## config.mk

```make
export PLATFORM = sky130hd
export DESIGN_NAME = fifo_rptr_empty_flat
export DESIGN_NICKNAME = d
export VERILOG_FILES = /design/src/rtl/fifo_rptr_empty_if.sv /design/src/rtl/fifo_rptr_empty.sv /design/src/flat_wrapper.sv
export SDC_FILE = /design/constraint.sdc
export NUM_CORES = 1
export LEC_CHECK = 0
export CAP_MARGIN = 20
export CORE_MARGIN = 2
export CORE_UTILIZATION = 47
export CTS_BUF_LIST = sky130_fd_sc_hd__clkbuf_8
export CTS_CLUSTER_DIAMETER = 150
export CTS_CLUSTER_SIZE = 8
export DETAILED_ROUTE_END_ITERATION = 10
export PLACE_DENSITY = 0.81
export SLEW_MARGIN = 20
export SYNTH_ARGS = -nofsm -noshare
export SYNTH_HDL_FRONTEND = slang
export SYNTH_SLANG_ARGS = --single-unit
```

## constraint.sdc

```tcl
create_clock -name rclk -period 3.2 [get_ports rclk]
set_input_delay 0.96 -clock rclk [delete_from_list [all_inputs] [get_ports rclk]]
set_output_delay 0.96 -clock rclk [all_outputs]
set_load 0.02 [all_outputs]
```

## src/rtl/fifo_rptr_empty_if.sv

```systemverilog
// Read-side bus of the async FIFO pointer/status stage.
// Carries rerr_underflow only when RPTR_UNDERFLOW_ERR_EN is defined.
interface fifo_rptr_empty_if #(
   parameter int unsigned ADDR_WIDTH = 3
);
   logic                  rinc;
   logic [ADDR_WIDTH:0]   rq2_wptr;
   logic [ADDR_WIDTH-1:0] raddr;
   logic [ADDR_WIDTH:0]   rptr;
   logic                  rempty;
   logic                  ralmost_empty;
   logic [ADDR_WIDTH:0]   rcount;
`ifdef RPTR_UNDERFLOW_ERR_EN
   logic                  rerr_underflow;

   modport master (
      output rinc, rq2_wptr,
      input  raddr, rptr, rempty, ralmost_empty, rcount, rerr_underflow
   );
   modport slave (
      input  rinc, rq2_wptr,
      output raddr, rptr, rempty, ralmost_empty, rcount, rerr_underflow
   );
`else
   modport master (
      output rinc, rq2_wptr,
      input  raddr, rptr, rempty, ralmost_empty, rcount
   );
   modport slave (
      input  rinc, rq2_wptr,
      output raddr, rptr, rempty, ralmost_empty, rcount
   );
`endif
endinterface

```

## src/rtl/fifo_rptr_empty.sv

```systemverilog
// Read-domain pointer, empty/almost-empty flags and fill level of the async FIFO.
// Optional sticky underflow error output guarded by RPTR_UNDERFLOW_ERR_EN.
module fifo_rptr_empty #(
   parameter int unsigned ADDR_WIDTH    = 3,
   parameter int unsigned AEMPTY_THRESH = 1
) (
   input  logic              rclk,
   input  logic              rrstn,
   fifo_rptr_empty_if.slave  bus
);
   localparam int unsigned PW = ADDR_WIDTH + 1;
   localparam logic [PW-1:0] AeThresh = PW'(AEMPTY_THRESH);

   logic [PW-1:0] rbin_q, rbin_d;
   logic [PW-1:0] rptr_q, rgray_d;
   logic [PW-1:0] wbin_s, lvl_d;
   logic [PW-1:0] rcount_q;
   logic          rempty_q, ralmost_empty_q;
   logic          rd_ok;

   always_comb begin
      rd_ok   = bus.rinc & ~rempty_q;
      rbin_d  = rbin_q + PW'(rd_ok);
      rgray_d = (rbin_d >> 1) ^ rbin_d;
      // Gray to binary: each bit is the XOR of all Gray bits at or above it
      wbin_s  = '0;
      for (int i = 0; i < int'(PW); i++) begin
         wbin_s[i] = ^(bus.rq2_wptr >> i);
      end
      lvl_d   = wbin_s - rbin_d;
   end

   always_ff @(posedge rclk or negedge rrstn) begin
      if (!rrstn) begin
         rbin_q          <= '0;
         rptr_q          <= '0;
         rempty_q        <= 1'b1;
         ralmost_empty_q <= 1'b1;
         rcount_q        <= '0;
      end else begin
         rbin_q          <= rbin_d;
         rptr_q          <= rgray_d;
         rempty_q        <= (rgray_d == bus.rq2_wptr);
         ralmost_empty_q <= (lvl_d <= AeThresh);
         rcount_q        <= lvl_d;
      end
   end

   assign bus.raddr         = rbin_q[ADDR_WIDTH-1:0];
   assign bus.rptr          = rptr_q;
   assign bus.rempty        = rempty_q;
   assign bus.ralmost_empty = ralmost_empty_q;
   assign bus.rcount        = rcount_q;

`ifdef RPTR_UNDERFLOW_ERR_EN
   logic rerr_q;

   always_ff @(posedge rclk or negedge rrstn) begin
      if (!rrstn) begin
         rerr_q <= 1'b0;
      end else if (bus.rinc && rempty_q) begin
         rerr_q <= 1'b1;
      end
   end

   assign bus.rerr_underflow = rerr_q;
`endif
endmodule

```

## src/flat_wrapper.sv

```systemverilog
// flat-port wrapper written by rule: the top's interface ports become plain ports
module fifo_rptr_empty_flat 
#(
   parameter int unsigned ADDR_WIDTH    = 3,
   parameter int unsigned AEMPTY_THRESH = 1
)
  (rclk, rrstn, bus_rinc, bus_rq2_wptr, bus_raddr, bus_rptr, bus_rempty, bus_ralmost_empty, bus_rcount);
  fifo_rptr_empty_if #(.ADDR_WIDTH(ADDR_WIDTH)) bus_i ();
  input  logic rclk;
  input  logic rrstn;
  input wire logic [$bits(bus_i.rinc)-1:0] bus_rinc;
  input wire logic [$bits(bus_i.rq2_wptr)-1:0] bus_rq2_wptr;
  output wire logic [$bits(bus_i.raddr)-1:0] bus_raddr;
  output wire logic [$bits(bus_i.rptr)-1:0] bus_rptr;
  output wire logic [$bits(bus_i.rempty)-1:0] bus_rempty;
  output wire logic [$bits(bus_i.ralmost_empty)-1:0] bus_ralmost_empty;
  output wire logic [$bits(bus_i.rcount)-1:0] bus_rcount;
  assign bus_i.rinc = bus_rinc;
  assign bus_i.rq2_wptr = bus_rq2_wptr;
  assign bus_raddr = bus_i.raddr;
  assign bus_rptr = bus_i.rptr;
  assign bus_rempty = bus_i.rempty;
  assign bus_ralmost_empty = bus_i.ralmost_empty;
  assign bus_rcount = bus_i.rcount;
  fifo_rptr_empty #(.ADDR_WIDTH(ADDR_WIDTH), .AEMPTY_THRESH(AEMPTY_THRESH)) u_core (.rclk(rclk), .rrstn(rrstn), .bus(bus_i));
endmodule
```

Word-level counts from Yosys, hierarchy flattened
Cells that the tools add are included.
{"block": "word_totals", "regBits": 14, "inputBits": 7, "out_inout_bits": 13, "wordCells": 16}
{"block": "op_classes", "addsub": 2, "order_cmp": 1, "n_eq_ne": 1, "n_bitwise": 3, "reduce_logical": 4}
{"op": "$reduce_xor A4 Y1", "n": 4}
{"op": "$add A4 B1 Y4", "n": 1}
{"op": "$eq A4 B4 Y1", "n": 1}
{"op": "$le A4 B1 Y1 const B", "n": 1}
{"op": "$sub A4 B4 Y4", "n": 1}
{"op": "$xor A3 B4 Y4", "n": 1}
{"op": "$and A1 B1 Y1", "n": 1}
{"op": "$not A1 Y1", "n": 1}

Logic depth before layout (Yosys ltp)
{"block": "depth", "word_depth": 5, "ltp_mapped": 9, "ltp_nobuf": 9}

Least setup slack after synthesis
Ideal clock, no wire load.
{"block": "synth_timing", "path_type": "input to register", "from": "in bus_rinc", "to": "reg u_core.rcount_q[3] (netlist: u_core.bus.rcount[3])", "setup_time_ns": 0.124, "t_arrival_ns": 2.796, "required_time_ns": 3.076, "path_slack_ns": 0.280, "path_stages": 9, "path_buffers": 0, "path_cell_list": "nor2b_1 ha_1 ha_1 xnor2_1 ha_1 inv_1 a2111o_1 and4_4 or2_1"}
{"block": "synth_via", "elab_chain_len": 3}
{"element": "from (decl)", "line": "flat_wrapper.sv:11", "rtl": "input wire logic [$bits(bus_i.rinc)-1:0] bus_rinc;"}
{"element": "$and A1 B1 Y1", "line": "fifo_rptr_empty.sv:22", "rtl": "rd_ok = bus.rinc & ~rempty_q;"}
{"element": "$add A4 B1 Y4", "line": "fifo_rptr_empty.sv:23", "rtl": "rbin_d = rbin_q + PW'(rd_ok);"}
{"element": "$sub A4 B4 Y4", "line": "fifo_rptr_empty.sv:30", "rtl": "lvl_d = wbin_s - rbin_d;"}
{"element": "via u_core.lvl_d[3]", "line": "fifo_rptr_empty.sv:16", "rtl": "logic [PW-1:0] wbin_s, lvl_d;"}
{"element": "to (signal assigned)", "line": "fifo_rptr_empty.sv:45", "rtl": "rcount_q <= lvl_d;"}
{"element": "to (decl)", "line": "fifo_rptr_empty.sv:17", "rtl": "logic [PW-1:0] rcount_q;"}
The timed path passes the listed nets, and every way through them passes these cells.

Worst setup path after layout
Ends and elaborated chain as after synthesis.

==> results.json <==
{
  "status": "finished, final reports clean",
  "relSlewSlack_pct": 59.6,
  "drive_gt1_share_pct": 18.1,
  "seq_power_share_pct": 24.3,
  "num_io_pins": 20,
  "dr_total_vias": 500,
  "numCtsBuffers": 3,
  "worstMarginPinSlew_ns": 0.604,
  "setup_violations": 0,
  "drtPass1Iterations": 2,
  "insertion_delay_ns": 0.24,
  "placed_cell_area_um2": 927,
  "post-route-util_pct": 73.5,
  "holdBufCountCts": 0,
  "ys_seq_elements": 13,
  "worst-endpoint-arrival_ns": 3.15,
  "synth_top_cell_by_area": "dfrtp_1",
  "routed_wl_um": 1310,
  "grt_pass1_wl_um": 2310,
  "synthAdderAreaFrac_pct": 9.12,
  "dieArea_um2": 1780,
  "finalHoldViolations": 0,
  "grt-ovfl-total": 0,
  "fmax_mhz": 330,
  "ys_warn_count": 0,
  "path_clk_slew_ns": 0.06,
  "worstSetupPathType": "input pin to flop",
  "cts-htree-levels": 1,
  "grt_usage_pct": 17.4,
  "leakage_nw": 0.430,
  "fin_skew_ns": 0.00483,
  "core_area_um2": 1330,
  "avgSynthCellArea_um2": 12.2,
  "maxSlewViolCount": 0,
  "root_buffer": "clkbuf_8",
  "port_buffers": 19,
  "hold_path_class": "flop to flop",
  "cp-start-kind": "input pin",
  "place_inst": 94,
  "async_flop_share_pct": 100,
  "diodes": 0,
  "finalInstanceArea_um2": 980,
  "synth_common_cells": "13 x xnor2_1, 11 x dfrtp_1, 6 x inv_1",
  "ant_nets": 0,
  "place_ws_ns": -0.0931,
  "fin_crit_ns": 3.03,
  "synth.distinct_cells": 22,
  "p_per_area_nw_per_um2": 1250,
  "p_sw_mw": 0.489,
  "drtIter0Drc": 6,
  "synth_mux_area_share_pct": 1.46,
  "cts_tree": "done",
  "finalSetupTns_ns": 0,
  "pwr-share-clk_pct": 11.6,
  "r2r_cells": 9,
  "total_power_mw": 1.23,
  "max_cap_viol_count": 0,
  "via_per_inst": 5.10,
  "initial_core_util_pct": 51.4,
  "cp_max_fo": 2,
  "end_kind": "flop",
  "synth_area_leaders": "dfrtp_1 40%, xnor2_1 17%, ha_1 9.1%, dfstp_2 7.7%, xor3_1 3.5%",
  "p_comb_share_pct": 64.1,
  "die_y_um": 42.2,
  "cts_buffer_depth": 2,
  "grt_pass1_vias": 546,
  "fin_ws_ns": 0.170,
  "wire_per_inst_um": 13.3,
  "yosysMostFrequentCell": "xnor2_1",
  "ctsResizeCount": 0,
  "synth_enable_flop_cells": 0,
  "die_w_um": 42.2,
  "synth_compound_gate_area_share_pct": 6.57,
  "synth_top_family_by_area": "XOR/XNOR gates",
  "fin_crit_sh_pct": 94.7,
  "ir_drop_v": 0.000553,
  "dp_hpwl_um": 986,
  "yosysTopAreaCellShare_pct": 40.1,
  "synth_nets": 68,
  "ys_seq_area_share_pct": 47.8,
  "synth-simple-area-share_pct": 8.39,
  "drcViolationCount": 0,
  "antenna_found_initial": 0,
  "synth_cells": 56,
  "swShare_pct": 39.9,
  "std_cell_rows": 13,
  "p_int_mw": 0.737,
  "synth_xor_area_share_pct": 22.6,
  "cts.sinks": 13,
  "ys.flop_type": "dfrtp_1",
  "netlist_area_um2": 686,
  "hold_ws_ns": 0.587,
  "rsz0062_at_grt": "false",
  "stdcell_count": 98,
  "grt_max_degree": 14,
  "finalNetCount": 96,
  "hold_depth": 1,
  "postCtsSetupRepairBufs": 0,
  "gp_congestion": 0.818,
  "crit_required_ns": 3.32,
  "syn2layout_area_growth_pct": 42.9
}
cells by family after synthesis:
family,after synthesis
AOI/OAI and AO/OA,6
xor gates and xnor gates,16
adders and majority gates,5
buffers and inverters,7
DFF,13
muxes,1
and+or+nand+nor,8
power groups by stage:
stage                     Clock, mW  Combinational (mW)  Sequential (mW)
after global routing          0.153               0.857            0.310
final                         0.142               0.786            0.298
after floorplan                   0               0.402            0.396
after CTS                     0.145               0.783            0.298
after global placement            0               0.760            0.298
after detailed placement          0               0.776            0.301
critical path: stages:
cell and delay, ns:
clkdlybuf4s50_1 0.39, nor2b_2 0.15, ha_2 0.18, ha_2 0.18, xnor2_1 0.15, ha_1 0.30, inv_1 0.04, a2111o_1 0.40
and4_4 0.19, or2_1 0.21
area by class of cell:
class | count | area [um^2]
inverters | 6 | 22.5
clock inverters | 1 | 3.75
multi-input cells | 36 | 338
well taps | 15 | 18.8
fillers | 101 | 354
flip-flops and latches | 13 | 328
repair buffers | 24 | 228
clock buffers | 3 | 41.3
placed cells by master, fill, tap and decap left out, types with 2 or more instances in the layout:
cell	instances
ha_2	2
clkdlybuf4s50_1	19
dfstp_2	2
buf_4	5
a31oi_1	2
dfrtp_1	11
inv_1	7
clkbuf_8	3
xnor2_1	13
ha_1	3
xor2_1	2
final timing paths:
kind	start	endpoint	slack, ns
worst max-delay path	bus_rinc	u_core.bus.rcount[3]$_DFF_PN0_	0.17
worst min-delay path	u_core.rbin_q[3]$_DFF_PN0_	u_core.rbin_q[3]$_DFF_PN0_	0.59
worst max register to register	u_core.bus.rempty$_DFF_PN1_	u_core.bus.rcount[3]$_DFF_PN0_	0.85
worst min register to register	u_core.rbin_q[3]$_DFF_PN0_	u_core.rbin_q[3]$_DFF_PN0_	0.59
max in group asynchronous	rrstn	u_core.bus.rcount[2]$_DFF_PN0_	1.70
min in group asynchronous	rrstn	u_core.bus.rcount[0]$_DFF_PN0_	1.10
routing by layer:
layer  GRT usage (%)  vias to the layer above  part of all wire, %
met2            27.1                       10                   49
met1            22.3                      248                   47
met4            11.3                        0                 0.99
li1                -                      240                    -
met3            2.59                        2                  2.9
met5               0                        -                    0
state kept, by name, summed over array words and instances (netlist names):
register / flops
u_core.bus.rptr: 3
u_core.bus.rempty: 1
u_core.bus.rcount: 4
u_core.bus.ralmost_empty: 1
u_core.rbin_q: 4
Power figures use the tool's default switching activity.
